==> src/rtl/min_max_pkg.sv <==
// Shared types for the min_max LED bar display and its decoder.
// Command encoding, decoder FSM states and bar-width helper.
package min_max_pkg;

  typedef enum logic [1:0] {
    COM_NORMAL = 2'b00,
    COM_LINEAR = 2'b01,
    COM_OFF    = 2'b10,
    COM_ON     = 2'b11
  } mode_t;

  typedef enum logic [1:0] {
    ST_IDLE,
    ST_WAIT,
    ST_SCAN,
    ST_DONE
  } state_t;

  function automatic int bar_width(input int valsize);
    return 2 ** valsize;
  endfunction

endpackage

==> src/rtl/min_max_decoder_if.sv <==
// Decoded-result handshake bundle of the min_max decoder.
// master: producer (valid + result out, ready in); slave: consumer.
interface min_max_decoder_if #(
  parameter int VALSIZE = 4
);
  import min_max_pkg::*;

  logic               valid;
  logic               ready;
  mode_t              mode;
  logic [VALSIZE-1:0] min;
  logic [VALSIZE-1:0] value;
  logic [VALSIZE-1:0] max;
  logic               osc_seen;
  logic               error;

  modport master (
    output valid, mode, min, value, max,
    output osc_seen, error,
    input  ready
  );

  modport slave (
    input  valid, mode, min, value, max,
    input  osc_seen, error,
    output ready
  );

endinterface

==> src/rtl/min_max_decoder_led_run_tracker.sv <==
// Serial run tracker: lowest/highest set index and count of 0->1 runs.
// Ports: clk/rst, clear, en, bit_i at idx_i; low/high/runs/any out.
module led_run_tracker #(
  parameter int VALSIZE = 4
) (
  input  logic               clk_i,
  input  logic               rst_n_i,
  input  logic               clear_i,
  input  logic               en_i,
  input  logic               bit_i,
  input  logic [VALSIZE-1:0] idx_i,
  output logic [VALSIZE-1:0] low_o,
  output logic [VALSIZE-1:0] high_o,
  output logic [VALSIZE-1:0] runs_o,
  output logic               any_o
);

  logic prev_q;

  always_ff @(posedge clk_i or negedge rst_n_i) begin
    if (!rst_n_i) begin
      prev_q <= 1'b0;
      low_o  <= '0;
      high_o <= '0;
      runs_o <= '0;
      any_o  <= 1'b0;
    end else if (clear_i) begin
      prev_q <= 1'b0;
      low_o  <= '0;
      high_o <= '0;
      runs_o <= '0;
      any_o  <= 1'b0;
    end else if (en_i) begin
      prev_q <= bit_i;
      if (bit_i) begin
        if (!any_o) low_o <= idx_i;
        high_o <= idx_i;
        any_o  <= 1'b1;
        // index 0 always opens a run
        if (idx_i == '0 || !prev_q)
          runs_o <= runs_o + VALSIZE'(1);
      end
    end
  end

endmodule

==> src/rtl/min_max_decoder.sv <==
// Recovers command/min/value/max from an observed min_max LED bar.
// Ports: clk_i, rst_n_i, start_i, leds_i, osc_i; result on res (master).
module min_max_decoder
  import min_max_pkg::*;
#(
  parameter int VALSIZE = 4,
  parameter int TIMEOUT = 8
) (
  input  logic          clk_i,
  input  logic          rst_n_i,
  input  logic          start_i,
  input  logic [bar_width(VALSIZE)-1:0] leds_i,
  input  logic          osc_i,
  min_max_decoder_if.master res
);

  localparam int N  = bar_width(VALSIZE);
  localparam int TW = $clog2(TIMEOUT + 1);

  state_t state_q, state_d;

  logic [N-1:0]       a_q, b_q;
  logic               osc_ref_q;
  logic               seen_q;
  logic [TW-1:0]      timer_q;
  logic [VALSIZE-1:0] idx_q;

  logic               valid_q;
  mode_t              mode_q;
  logic [VALSIZE-1:0] min_q, value_q, max_q;
  logic               osc_seen_q, error_q;

  logic osc_tog, timeout, last;
  logic clear, scan_en;

  assign osc_tog = osc_i != osc_ref_q;
  assign timeout = timer_q == TW'(TIMEOUT - 1);
  assign last    = idx_q == VALSIZE'(N - 1);
  assign clear   = state_q == ST_IDLE && start_i;
  assign scan_en = state_q == ST_SCAN;

  logic [VALSIZE-1:0] s_low, s_high, s_runs;
  logic [VALSIZE-1:0] o_low, o_high, o_runs;
  logic               s_any, o_any;

  led_run_tracker #(.VALSIZE(VALSIZE)) u_s (
    .clk_i   (clk_i),
    .rst_n_i (rst_n_i),
    .clear_i (clear),
    .en_i    (scan_en),
    .bit_i   (a_q[idx_q] & b_q[idx_q]),
    .idx_i   (idx_q),
    .low_o   (s_low),
    .high_o  (s_high),
    .runs_o  (s_runs),
    .any_o   (s_any)
  );

  led_run_tracker #(.VALSIZE(VALSIZE)) u_o (
    .clk_i   (clk_i),
    .rst_n_i (rst_n_i),
    .clear_i (clear),
    .en_i    (scan_en),
    .bit_i   (a_q[idx_q] | b_q[idx_q]),
    .idx_i   (idx_q),
    .low_o   (o_low),
    .high_o  (o_high),
    .runs_o  (o_runs),
    .any_o   (o_any)
  );

  always_ff @(posedge clk_i or negedge rst_n_i) begin
    if (!rst_n_i) state_q <= ST_IDLE;
    else          state_q <= state_d;
  end

  always_comb begin
    state_d = state_q;
    unique case (state_q)
      ST_IDLE: if (start_i) state_d = ST_WAIT;
      ST_WAIT: if (osc_tog || timeout) state_d = ST_SCAN;
      ST_SCAN: if (last) state_d = ST_DONE;
      ST_DONE: if (valid_q && res.ready) state_d = ST_IDLE;
      default: state_d = ST_IDLE;
    endcase
  end

  mode_t              dec_mode;
  logic [VALSIZE-1:0] dec_min, dec_value, dec_max;
  logic               dec_err;
  logic               all_on, bad;

  // all-on: S is one run covering every index
  assign all_on = s_any && s_runs == VALSIZE'(1) &&
                  s_low == '0 && s_high == VALSIZE'(N - 1);
  assign bad = !s_any || s_runs > VALSIZE'(1) ||
               o_runs > VALSIZE'(1) || o_low != s_low;

  always_comb begin
    dec_mode  = COM_OFF;
    dec_min   = '0;
    dec_value = '0;
    dec_max   = '0;
    dec_err   = 1'b0;
    if (!o_any) begin
      dec_mode = COM_OFF;
    end else if (all_on) begin
      dec_mode  = COM_ON;
      dec_value = VALSIZE'(N - 1);
      dec_max   = VALSIZE'(N - 1);
    end else if (bad) begin
      dec_err = 1'b1;
    end else if (a_q == b_q && s_low == '0) begin
      dec_mode  = COM_LINEAR;
      dec_value = s_high;
      dec_max   = s_high;
    end else begin
      dec_mode  = COM_NORMAL;
      dec_min   = s_low;
      dec_value = s_high;
      dec_max   = o_high;
    end
  end

  always_ff @(posedge clk_i or negedge rst_n_i) begin
    if (!rst_n_i) begin
      a_q        <= '0;
      b_q        <= '0;
      osc_ref_q  <= 1'b0;
      seen_q     <= 1'b0;
      timer_q    <= '0;
      idx_q      <= '0;
      valid_q    <= 1'b0;
      mode_q     <= COM_NORMAL;
      min_q      <= '0;
      value_q    <= '0;
      max_q      <= '0;
      osc_seen_q <= 1'b0;
      error_q    <= 1'b0;
    end else begin
      unique case (state_q)
        ST_IDLE: begin
          if (start_i) begin
            a_q       <= leds_i;
            osc_ref_q <= osc_i;
            timer_q   <= '0;
          end
        end
        ST_WAIT: begin
          if (osc_tog) begin
            b_q    <= leds_i;
            seen_q <= 1'b1;
          end else if (timeout) begin
            b_q    <= a_q;
            seen_q <= 1'b0;
          end else begin
            timer_q <= timer_q + TW'(1);
          end
        end
        ST_SCAN: begin
          idx_q <= last ? '0 : idx_q + VALSIZE'(1);
        end
        ST_DONE: begin
          // first DONE cycle latches the result
          if (!valid_q) begin
            valid_q    <= 1'b1;
            mode_q     <= dec_mode;
            min_q      <= dec_min;
            value_q    <= dec_value;
            max_q      <= dec_max;
            osc_seen_q <= seen_q;
            error_q    <= dec_err;
          end else if (res.ready) begin
            valid_q <= 1'b0;
          end
        end
        default: ;
      endcase
    end
  end

  assign res.valid    = valid_q;
  assign res.mode     = mode_q;
  assign res.min      = min_q;
  assign res.value    = value_q;
  assign res.max      = max_q;
  assign res.osc_seen = osc_seen_q;
  assign res.error    = error_q;

endmodule

==> src/flat_wrapper.sv <==
// flat-port wrapper written by rule: the top's interface ports become plain ports
module min_max_decoder_flat import min_max_pkg::*;
#(
  parameter int VALSIZE = 4,
  parameter int TIMEOUT = 8
)
  (clk_i, rst_n_i, start_i, leds_i, osc_i, res_valid, res_mode, res_min, res_value, res_max, res_osc_seen, res_error, res_ready);
  min_max_decoder_if #(.VALSIZE(VALSIZE)) res_i ();
  input  logic clk_i;
  input  logic rst_n_i;
  input  logic start_i;
  input  logic [bar_width(VALSIZE)-1:0] leds_i;
  input  logic osc_i;
  output wire logic [$bits(res_i.valid)-1:0] res_valid;
  output wire logic [$bits(res_i.mode)-1:0] res_mode;
  output wire logic [$bits(res_i.min)-1:0] res_min;
  output wire logic [$bits(res_i.value)-1:0] res_value;
  output wire logic [$bits(res_i.max)-1:0] res_max;
  output wire logic [$bits(res_i.osc_seen)-1:0] res_osc_seen;
  output wire logic [$bits(res_i.error)-1:0] res_error;
  input wire logic [$bits(res_i.ready)-1:0] res_ready;
  assign res_valid = res_i.valid;
  assign res_mode = res_i.mode;
  assign res_min = res_i.min;
  assign res_value = res_i.value;
  assign res_max = res_i.max;
  assign res_osc_seen = res_i.osc_seen;
  assign res_error = res_i.error;
  assign res_i.ready = res_ready;
  min_max_decoder #(.VALSIZE(VALSIZE), .TIMEOUT(TIMEOUT)) u_core (.clk_i(clk_i), .rst_n_i(rst_n_i), .start_i(start_i), .leds_i(leds_i), .osc_i(osc_i), .res(res_i));
endmodule
==> config.mk <==
export PLATFORM = sky130hd
export DESIGN_NAME = min_max_decoder_flat
export DESIGN_NICKNAME = d
export VERILOG_FILES = /design/src/rtl/min_max_pkg.sv /design/src/rtl/min_max_decoder_if.sv /design/src/rtl/min_max_decoder_led_run_tracker.sv /design/src/rtl/min_max_decoder.sv /design/src/flat_wrapper.sv
export SDC_FILE = /design/constraint.sdc
export NUM_CORES = 1
export LEC_CHECK = 0
export CORE_ASPECT_RATIO = 1.5
export CORE_MARGIN = 2
export CORE_UTILIZATION = 60
export DETAILED_ROUTE_END_ITERATION = 7
export HOLD_SLACK_MARGIN = 0.03
export PLACE_DENSITY = 0.82
export SYNTH_ARGS = -nofsm -noshare
export SYNTH_HDL_FRONTEND = slang
export SYNTH_SLANG_ARGS = --single-unit
==> constraint.sdc <==
create_clock -name clk_i -period 5.9 [get_ports clk_i]
set_clock_uncertainty 0.15 [all_clocks]
set_input_delay 0.59 -clock clk_i [delete_from_list [all_inputs] [get_ports clk_i]]
set_output_delay 0.59 -clock clk_i [all_outputs]
set_load 0.005 [all_outputs]
Word-level counts from Yosys, hierarchy flattened
Index checks and enable logic that the tools add are counted.
- flip-flop bits (word level): 89
- input bits: 21
- word-level logic and storage cells: 158
- add/sub/neg operators: 4
- order comparisons: 3
- equal/unequal tests: 18
- mux-type cells: 70
- bitwise logic cells: 3
- reduce and logical (&&, ||, !) cells: 36
- operator list (kind ; count):
    4-bit 2-to-1 mux ; 37
    16-bit 2-to-1 mux ; 2
    1-bit 2-to-1 mux ; 20
    4-bit by 1-bit adder with 4-bit output (second input constant) ; 4
    16-bit == test ; 1
    2-bit 2-to-1 mux ; 7
    2-bit nonzero test ; 7
    3-bit AND reduction ; 4
    2-bit by 1-bit != test with 1-bit output (second input constant) ; 5
    2-bit AND reduction ; 5
    1-bit binary-select mux with 4-bit select ; 2
    4-bit == test (second input constant) ; 2
    4-bit by 1-bit greater-than comparator with 1-bit output (second input constant) ; 2
    4-bit logical NOT ; 2
    2-bit one-hot mux with 4 select lines ; 1
    4-bit one-hot mux with 2 select lines ; 1
    4-bit AND reduction ; 2
    1-bit logical AND ; 6
    1-bit logical OR ; 6
    2-bit != test (second input constant) ; 3
    4-bit by 5-bit < comparator with 1-bit output (second input constant) ; 1
    2-bit == test (second input constant) ; 2
    4-bit by 1-bit == test with 1-bit output (second input constant) ; 1
    4-bit by 3-bit == test with 1-bit output (second input constant) ; 1
    other kinds (8) ; 10

Longest topological paths before layout
Gate-level depths: netlist (run 1).
- depth after elaboration: 7
- mapped depth: 9
- depth with buffers taken out: 7

By module
A second synthesis (run 1) with hierarchy kept.
- cells, all modules: 419
- area, all modules: 4618.2 um2
- modules (own cells, without submodules) (module ; instances ; cells each ; area an instance (um2) ; sequential area each (um2)):
    min_max_decoder ; 1 ; 299 ; 3342.0 ; 1526.5
    led_run_tracker ; 2 ; 60 ; 638.1 ; 350.3

Least setup slack after synthesis (run 1)
Ideal clock, no wire load.
- kind: reg2reg
- start: reg u_core.idx_q[0]
- end: reg u_core.u_s.runs_o[2]
- library setup time: 0.120 ns
- arrival: 1.861 ns
- required time: 5.630 ns
- setup slack: 3.768 ns
- cell stages (with the launch flop): 10
- buffers on the path: 3
- period minus slack after synthesis: 2.132 ns
- path through: dfrtp_1 buf_6 buf_12 mux2i_1 a221oi_2 o21ai_2 a211oi_2 buf_6 a31oi_1 a41o_1
- longest elaborated chain between the ends: 5
- RTL lines (item ; line ; source):
    start, declared ; min_max_decoder.sv:26 ; logic [VALSIZE-1:0] idx_q;
    start signal, assigned ; min_max_decoder.sv:161 ; idx_q <= last ? '0 : idx_q + VALSIZE'(1);
    1-bit binary-select mux with 4-bit select ; min_max_decoder.sv:51 ; .bit_i (a_q[idx_q] & b_q[idx_q]),
    1-bit 2-to-1 mux (implied by the code) ; min_max_decoder.sv:51 ;
    1-bit bitwise AND ; min_max_decoder.sv:51 ;
    2-bit nonzero test (no line) ; -- ;
    3-bit AND reduction (no line) (*) ; -- ;
    end signal, assigned ; min_max_decoder_led_run_tracker.sv:41 ; runs_o <= runs_o + VALSIZE'(1);
    end, declared ; min_max_decoder_led_run_tracker.sv:14 ; output logic [VALSIZE-1:0] runs_o,
Every way passes the cells marked *; elsewhere a longest branch is shown, timed or not. The select of a mux whose other input is x is not followed.
A chain may end at the register's enable or synchronous reset.

Worst setup path after layout (run 1)
- start: reg u_core.idx_q[0]
- end: reg u_core.u_s.low_o[3]
- longest elaborated chain between the ends: 5
- RTL lines (item ; line ; source):
    1-bit binary-select mux with 4-bit select ; min_max_decoder.sv:51 ;
    1-bit 2-to-1 mux (implied by the code) ; min_max_decoder.sv:51 ;
    1-bit bitwise AND (*) ; min_max_decoder.sv:51 ;
    2-bit nonzero test (no line) (*) ; -- ;
    3-bit AND reduction (no line) (*) ; -- ;
    end signal, assigned ; min_max_decoder_led_run_tracker.sv:36 ; if (!any_o) low_o <= idx_i;
    end, declared ; min_max_decoder_led_run_tracker.sv:12 ; output logic [VALSIZE-1:0] low_o,
Marked as above.

==> results of run 1 <==
-- cell type report --
cell class / count / area [µm²]
Timing Repair Buffer: 38 / 375
Fill cell: 567 / 2190
Clock buffer: 11 / 243
Clock inverter: 5 / 103
Sequential cell: 89 / 2230
Inverter: 14 / 52.6
Multi-Input combinational cell: 366 / 2340
Tap cell: 102 / 128
-- power groups by stage --
stage | sequential, W | combinational [W] | clock, W
after floorplan | 0.00100 | 0.000960 | 0
final | 0.00110 | 0.00117 | 0.000660
after detailed placement | 0.00111 | 0.00116 | 0
after CTS | 0.00110 | 0.00117 | 0.000662
after global routing | 0.00113 | 0.00130 | 0.000691
after global placement | 0.00109 | 0.00110 | 0
-- logic make-up (layout without fill, tap and decap cells) --
| kind of cell | count (synthesis) | after routing | synth area share [%] |
|---|---|---|---|
| AOI/OAI and AO/OA | 73 | 73 | 9.99 |
| muxes | 56 | 56 | 13.8 |
| xor gates and xnor gates | 23 | 23 | 4.24 |
| and+or+nand+nor | 201 | 201 | 17.7 |
| buffers and inverters | 38 | 68 | 3.98 |
| adders and majority gates | 13 | 13 | 3.43 |
| DFF | 89 | 89 | 46.9 |
-- worst min-delay path by stage --
stage | depth (start not counted) | slack, ns | to
floorplan | 0 | 0.14 | u_core.a_q[0]
global placement | 2 | 0.31 | u_core.res.osc_seen
detailed placement | 2 | 0.32 | u_core.res.error
CTS | 2 | 0.33 | u_core.res.error
global route | 2 | 0.34 | u_core.res.error
finish | 1 | 0.29 | u_core.res.value[3]
-- through the flow --
| stage | hold WS [ns] | setup WS [ns] | area, µm² |
|---|---|---|---|
| 3_3_place_gp | 0.310 | 2.98 | 5120 |
| 3_5_place_dp | 0.319 | 2.84 | 5120 |
| 4_1_cts | 0.333 | 2.74 | 5470 |
| 5_1_grt | 0.345 | 2.59 | 5470 |
| 6_report | 0.290 | 2.74 | 5470 |
| 2_1_floorplan | 0.144 | 3.77 | 4750 |
-- metal layers --
| metal | vias to the layer above | GRT usage, % |
|---|---|---|
| met4 | 0 | 12.8 |
| met2 | 81 | 45.9 |
| met3 | 23 | 4.39 |
| met5 | - | 0 |
| met1 | 1739 | 27.6 |
| li1 | 1727 | - |
-- layout by cell type (no fill, tap or decap), drive strengths merged, types with 6 or more instances in the layout --
cell / instances
nand2: 143
dfrtp: 89
mux2i: 48
o21ai: 39
clkdlybuf4s50: 36
nor2: 25
xnor2: 18
inv: 14
ha: 13
a21oi: 11
clkbuf: 11
nand3: 6
mux4: 6
-- worst max-delay path, stage by stage (launching register included) --
cell and delay, ns:
dfrtp_1 0.77, mux2i_1 0.23, a221oi_2 0.36, o21ai_2 0.14
a211oi_2 0.82, nand2b_1 0.34, mux2i_1 0.26
==> results.json, run 1 <==
{
  "synth_seq_cells": 89,
  "r2r_end": "u_core.u_s.low_o[3]",
  "cts_buffers": 9,
  "yosys.area.top_type": "dfrtp_1",
  "insertedDiodeCount": 0,
  "crit_start": "u_core.idx_q[0]",
  "largest_registers": "u_core.a_q x16, u_core.b_q x16",
  "clockPowerShare_pct": 22.6,
  "dieWidth_um": 76.6,
  "cts-resized-gates": 0,
  "syn_area_um2": 4750,
  "reg2reg_depth": 6,
  "cts_max_path_buffers": 2,
  "tritoncts": "done",
  "min_period_ns": 3.16,
  "yosysSeqAreaShare_pct": 46.9,
  "cp.required_ns": 6.02,
  "antenna_found_initial": 0,
  "crit_path_end_kind": "flop",
  "synth_edf_count": 0,
  "rrSetupSlack_ns": 2.74,
  "yosysWarningCount": 0,
  "placed_cells": 609,
  "wl_met2_um": 5450,
  "cellPowerDensity_nw_per_um2": 535,
  "synth_ff_type": "dfrtp_1",
  "gp_congestion": 0.882,
  "path_clk_slew_ns": 0.06,
  "wl_per_cell_um": 15.9,
  "grt_usage_pct": 25.0,
  "die_area_um2": 8660,
  "p_comb_share_pct": 39.8,
  "cts_sinks": 89,
  "pin_count": 38,
  "grt_max_degree": 90,
  "worst_pin_slew_ns": 1.18,
  "outcome": "completed",
  "drt-initial-drc-count": 228,
  "postSynthCellCount": 493,
  "avgSynthCellArea_um2": 9.63,
  "post_cts.repair.setup_buffers": 0,
  "crit_end": "u_core.u_s.low_o[3]",
  "synth_most_common_cell": "nand2_1",
  "drv_slew": 0,
  "yosys-top-cells-area": "dfrtp_1 47%, nand2_1 11%, mux2i_1 10%",
  "setup_tns_ns": 0,
  "drc": 0,
  "routed.top_layer": "met4",
  "dp_hpwl_um": 7070,
  "p_leak_nw": 2.59,
  "finalPower_w": 0.00292,
  "first_pass_iters": 4,
  "vdd_drop_max_mv": 0.296,
  "area_growth_pct": 15.2,
  "root_buffer": "clkbuf_16",
  "ctsHoldBuffers": 0,
  "synth_fp_nets": 527,
  "hp-class": "in2async",
  "stdcell_count": 625,
  "fmax_mhz": 317,
  "start_kind": "flop",
  "start_util_pct": 62.0,
  "hold_violations": 0,
  "synth_top_area_share_pct": 46.9,
  "swShare_pct": 39.0,
  "drt.antenna.violating_nets": 0,
  "crit_type": "reg2reg",
  "p_sw_w": 0.00114,
  "dr_total_vias": 3570,
  "coreArea_um2": 7660,
  "portBuffers": 37,
  "power.share.sequential_pct": 37.6,
  "insertion_delay_ns": 0.35,
  "cp_max_fo": 15,
  "grt_pass1_wl_um": 17000,
  "via_per_inst": 5.71,
  "row_count": 39,
  "synth_cell_type_count": 48,
  "htree_num_levels": 3,
  "nets": 552,
  "synth_commonest_cells": "141 x nand2_1, 89 x dfrtp_1, 48 x mux2i_1",
  "wirelength_um": 9940,
  "setup_viol": 0,
  "worst_slew_margin_rel_pct": 21.4,
  "rr_startpoint": "u_core.idx_q[0]",
  "grt_overflow_total": 0,
  "fin_crit_sh_pct": 53.5,
  "grt_pass1_vias": 3602,
  "layout-drive-gt1-share_pct": 6.12,
  "async_reset_ff_share_pct": 100,
  "cp.arrival_ns": 3.27,
  "p_int_w": 0.00178,
  "fp.dieH_um": 113,
  "post-route-util_pct": 71.4,
  "timing.max_cap.violations": 0,
  "wl_met3_um": 321,
  "m1WireLength_um": 3870,
  "rsz0062_at_grt": "no"
}
Power figures use the tool's default switching activity.
==> run 2: changes to the inputs <==
Settings changed: CORE_UTILIZATION 60 to 58, PLACE_DENSITY 0.82 to 0.8.
Clock period 5.9 ns to 3.2 ns, I/O delays scaled along.
==> run 2 against run 1 <==
Compared with the run above:
- the flow now finishes with violations (hold timing)
- largest power group unchanged
- register-to-register slack lost 2.3 ns
- routed wire length grew 0.20%
- largest cell class unchanged
- critical endpoint is now u_core.u_s.high_o[1]
- utilization shrank 2.3 points
==> results.json, run 2 (synthesis gave the netlist of run 1 again) <==
{
  "swShare_pct": 39.0,
  "cts-resized-gates": 0,
  "power.share.sequential_pct": 37.9,
  "dp_hpwl_um": 7060,
  "rrSetupSlack_ns": 0.47,
  "p_leak_nw": 2.62,
  "drc": 0,
  "final_area_um2": 5500,
  "hp-class": "in2async",
  "wl_per_cell_um": 15.7,
  "gp_congestion": 0.852,
  "r2r_end": "u_core.u_s.high_o[1]",
  "layout-drive-gt1-share_pct": 6.81,
  "insertion_delay_ns": 0.34,
  "clockPowerShare_pct": 21.4,
  "vdd_drop_max_mv": 0.566,
  "crit_start": "u_core.idx_q[0]",
  "wl_met3_um": 256,
  "tritoncts": "done",
  "outcome": "finished with violations",
  "post_cts.repair.setup_buffers": 0,
  "portBuffers": 37,
  "largest_registers": "u_core.a_q x16, u_core.b_q x16",
  "wirelength_um": 9960,
  "start_util_pct": 59.7,
  "worst_slew_margin_rel_pct": 24.3,
  "htree_num_levels": 3,
  "insertedDiodeCount": 0,
  "timing.max_cap.violations": 0,
  "wl_met2_um": 5340,
  "p_comb_share_pct": 40.6,
  "grt_max_degree": 90,
  "routed.top_layer": "met4",
  "crit_path_end_kind": "flop",
  "cellPowerDensity_nw_per_um2": 973,
  "crit_type": "reg2reg",
  "root_buffer": "clkbuf_16",
  "layout_common_cells": "141 x nand2_1, 89 x dfrtp_1, 48 x mux2i_1",
  "cts_buffers": 9,
  "grt_usage_pct": 24.5,
  "drt.antenna.violating_nets": 0,
  "drt-initial-drc-count": 244,
  "path_clk_slew_ns": 0.06,
  "min_period_ns": 2.73,
  "p_sw_w": 0.00208,
  "setup_viol": 0,
  "fmax_mhz": 366,
  "holdWs_ns": -0.0131,
  "first_pass_iters": 5,
  "m1WireLength_um": 4040,
  "cts_max_path_buffers": 2,
  "cts_sinks": 89,
  "row_count": 40,
  "reg2reg_depth": 7,
  "pin_count": 38,
  "cp_max_fo": 15,
  "nets": 558,
  "p_int_w": 0.00326,
  "start_kind": "flop",
  "ctsHoldBuffers": 0,
  "grt_pass1_vias": 3620,
  "rr_startpoint": "u_core.idx_q[0]",
  "via_per_inst": 5.69,
  "die_area_um2": 8940,
  "setup_tns_ns": 0,
  "coreArea_um2": 7960,
  "fin_crit_sh_pct": 85.3,
  "fp.dieH_um": 115,
  "drv_slew": 0,
  "n_fill_cell": 593,
  "area_growth_pct": 15.7,
  "violations": "hold timing",
  "dieWidth_um": 77.9,
  "worst_pin_slew_ns": 1.14,
  "final_common_cell": "nand2_1",
  "rsz0062_at_grt": "no",
  "cp.required_ns": 3.28,
  "hold_violations": 6,
  "cp.arrival_ns": 2.81,
  "antenna_found_initial": 0,
  "place_area_um2": 5170,
  "fin_ws_ns": 0.470,
  "pre_cts_slack_ns": 0.493,
  "grt_pass1_wl_um": 17200,
  "dr_total_vias": 3607,
  "grt_overflow_total": 0,
  "post-route-util_pct": 69.1
}
-- run 2: changes by cell type in the layout (fill, tap and decap cells not counted) --
cell,before,now
buf_4,2,8
bufinv_16,3,2
clkbuf_1,1,3
clkbuf_8,1,2
clkinv_2,1,0
clkinvlp_4,1,0
-- run 2: power by group through the flow --
stage	combinational, W	clock [W]	sequential (W)
after floorplan	0.00177	0	0.00185
after global placement	0.00206	0	0.00201
after detailed placement	0.00216	0	0.00203
after CTS	0.00219	0.00115	0.00202
after global routing	0.00245	0.00121	0.00208
final	0.00217	0.00115	0.00203
-- run 2: per-stage QoR --
stage / power [W] / cells
floorplan: 0.00362 / 493
global placement: 0.00407 / 618
detailed placement: 0.00420 / 618
CTS: 0.00536 / 634
global route: 0.00574 / 634
finish: 0.00535 / 634
-- run 2: how the worst max path moves through the flow --
stage,slack [ns],end,cells after the start
floorplan,1.07,u_core.u_s.runs_o[2],9
global placement,0.54,u_core.u_s.high_o[0],7
detailed placement,0.49,u_core.u_s.high_o[1],7
CTS,0.47,u_core.u_s.high_o[1],7
global route,0.29,u_core.u_s.high_o[3],7
finish,0.47,u_core.u_s.high_o[1],7
-- run 2: area by class of cell --
type                            instances  area [µm²]  area share [%]
Multi-Input combinational cell        366        2340            42.6
Clock inverter                          2        60.1            1.09
Inverter                               14        52.6           0.956
Sequential cell                        89        2230            40.5
Clock buffer                           14         264            4.80
Tap cell                              105         131            2.39
Timing Repair Buffer                   44         420            7.65
-- run 2: layer usage --
layer / track usage (%) / vias up
li1: - / 1752
met2: 43.4 / 74
met4: 12.9 / 0
met1: 29.0 / 1759
met3: 3.22 / 22
met5: 0 / -
-- run 2: critical path, cell delays in order (launching register included) --
cell      delay, ns
dfrtp_1        0.75
mux4_1         0.38
mux2i_1        0.07
mux2_2         0.31
a211oi_2       0.45
buf_4          0.26
mux2i_1        0.20
nor2_1         0.05
==> run 3: changes to the inputs <==
Settings changed: CORE_MARGIN 2 to 10, SETUP_SLACK_MARGIN from default to 0.15.
==> run 3 against run 2 <==
Compared with the run above:
- fmax is 3.4% lower
- critical path type unchanged
- setup slack got worse by 0.096 ns
- the run now ends clean
- sequential share of layout area hardly changed
- power is 2.4% lower
==> results.json, run 3 (synthesis gave the netlist of run 1 again) <==
{
  "outcome": "completed",
  "tritoncts": "done",
  "p_comb_share_pct": 41.8,
  "p_int_w": 0.00313,
  "cp_max_fo": 15,
  "coreArea_um2": 8010,
  "reg2reg_depth": 6,
  "htree_num_levels": 3,
  "insertion_delay_ns": 0.35,
  "worst_pin_slew_ns": 0.878,
  "p_sw_w": 0.00209,
  "placed_cells": 619,
  "cp.required_ns": 3.27,
  "path_clk_slew_ns": 0.06,
  "wirelength_um": 9990,
  "cp.arrival_ns": 2.89,
  "layout-drive-gt1-share_pct": 7.34,
  "power.share.sequential_pct": 38.6,
  "final_common_cell": "nand2_1",
  "first_pass_iters": 4,
  "pin_count": 38,
  "crit_path_end_kind": "flop",
  "grt_usage_pct": 17.4,
  "cellPowerDensity_nw_per_um2": 950,
  "stdcell_count": 636,
  "p_leak_nw": 2.60,
  "pre_cts_slack_ns": 0.146,
  "swShare_pct": 40.1,
  "cts_buffers": 9,
  "dieWidth_um": 93.9,
  "largest_registers": "u_core.a_q x16, u_core.b_q x16",
  "multiInputGateArea_um2": 2350,
  "hold_violations": 0,
  "insertedDiodeCount": 0,
  "wl_per_cell_um": 15.7,
  "die_area_um2": 12300,
  "min_period_ns": 2.83,
  "r2r_end": "u_core.u_s.low_o[3]",
  "final_area_um2": 5490,
  "grt_pass1_vias": 3637,
  "root_buffer": "clkbuf_16",
  "start_kind": "flop",
  "grt_max_degree": 65,
  "drt.antenna.violating_nets": 0,
  "hp-class": "reg2reg",
  "crit_chain": "mux4_1, mux2i_1, mux2_2, a211oi_4, nand2b_1, mux2i_1",
  "antenna_found_initial": 0,
  "crit_type": "reg2reg",
  "drv_slew": 0,
  "via_per_inst": 5.58,
  "setup_tns_ns": 0,
  "clockPowerShare_pct": 19.6,
  "drt-initial-drc-count": 173,
  "layout_common_cells": "141 x nand2_1, 89 x dfrtp_1, 48 x mux2i_1",
  "setup_viol": 0,
  "fp.dieH_um": 131,
  "start_util_pct": 59.3,
  "crit_start": "u_core.idx_q[0]",
  "n_fill_cell": 624,
  "drc": 0,
  "area_growth_pct": 15.6,
  "portBuffers": 37,
  "grt_overflow_total": 0,
  "worst_slew_margin_rel_pct": 41.2,
  "cts_sinks": 89,
  "dr_total_vias": 3547,
  "critPathMaxStageDelay_ns": 0.76,
  "worst_path_max_delay_cell": "dfrtp_1",
  "fmax_mhz": 354,
  "grt_pass1_wl_um": 17100,
  "rrSetupSlack_ns": 0.37,
  "rsz0062_at_grt": "no",
  "ff_latch_area_um2": 2230,
  "vdd_drop_max_mv": 0.636,
  "nets": 560,
  "timing.max_cap.violations": 0,
  "rr_startpoint": "u_core.idx_q[0]",
  "fin_ws_ns": 0.374,
  "row_count": 40,
  "place_area_um2": 5180,
  "cts_max_path_buffers": 2,
  "dp_hpwl_um": 7440,
  "gp_congestion": 0.852,
  "crit_end": "u_core.u_s.low_o[3]",
  "fin_crit_sh_pct": 88.3,
  "crit_top_cell": "mux2i_1"
}
[run 3: cell types whose count changed in the layout (fill, tap and decap cells not counted)]
cell	change
clkbuf_1	-2
clkinvlp_4	+2
a211oi_2	-1
buf_4	+1
clkinv_4	+1
dlygate4sd3_1	+1
clkbuf_8	+1
bufinv_16	-2
a211oi_4	+1
[run 3: worst min-delay path by stage]
| stage | start | slack (ns) | cells after the start | to |
|---|---|---|---|---|
| 2_1_floorplan | rst_n_i | -0.13 | 0 | u_core.a_q[0] |
| 3_3_place_gp | rst_n_i | 0.31 | 1 | u_core.res.osc_seen |
| 3_5_place_dp | rst_n_i | 0.31 | 1 | u_core.res.osc_seen |
| 4_1_cts | u_core.res.osc_seen | 0.33 | 2 | u_core.res.osc_seen |
| 5_1_grt | u_core.res.value[1] | 0.36 | 2 | u_core.res.value[1] |
| 6_report | u_core.res.osc_seen | 0.33 | 2 | u_core.res.osc_seen |
[run 3: area by class of cell]
cell class	count	area share, %
clock buffers	13	4.92
inverters	14	0.957
repair buffers	46	7.98
flip-flops and latches	89	40.6
clock inverters	3	0.433
multi-input cells	366	42.8
well taps	105	2.39
[run 3: worst max-delay path, delay by kind of cell (launching register included)]
kind | cells | cell delay, ns
AO/OA/AOI/OAI | 1 | 0.51
multiplexers | 4 | 0.98
AND/OR/NAND/NOR | 1 | 0.30
flip-flops | 1 | 0.76
[run 3: timing repair]
item | CTS | global route
setup endpoints to repair | 4 | 0
setup buffers | 0 | 0
gates resized for setup | 1 | 0
hold buffers | 1 | 0
hold endpoints to repair | 62 | 0
[run 3: through the flow]
| stage | total power (W) | hold WS, ns | utilization (%) |
|---|---|---|---|
| after detailed placement | 0.00420 | 0.314 | 64.7 |
| after global routing | 0.00561 | 0.359 | 68.6 |
| after global placement | 0.00408 | 0.308 | 64.7 |
| final | 0.00522 | 0.331 | 68.6 |
| after CTS | 0.00525 | 0.333 | 68.6 |
| after floorplan | 0.00362 | -0.126 | - |
[run 3: power by group through the flow]
stage               sequential [W]  combinational, W  clock [W]
floorplan                  0.00185           0.00177          0
global placement           0.00202           0.00207          0
detailed placement         0.00203           0.00217          0
CTS                        0.00201           0.00220    0.00104
global route               0.00208           0.00245    0.00108
finish                     0.00201           0.00218    0.00102
[run 3: per-layer routing]
layer	up-vias	global-route usage [%]	share of wire, %
met5	-	0	0
met4	0	8.97	2.3
met3	22	2.86	4.2
met2	72	31.7	54
met1	1714	18.7	39
li1	1739	-	-
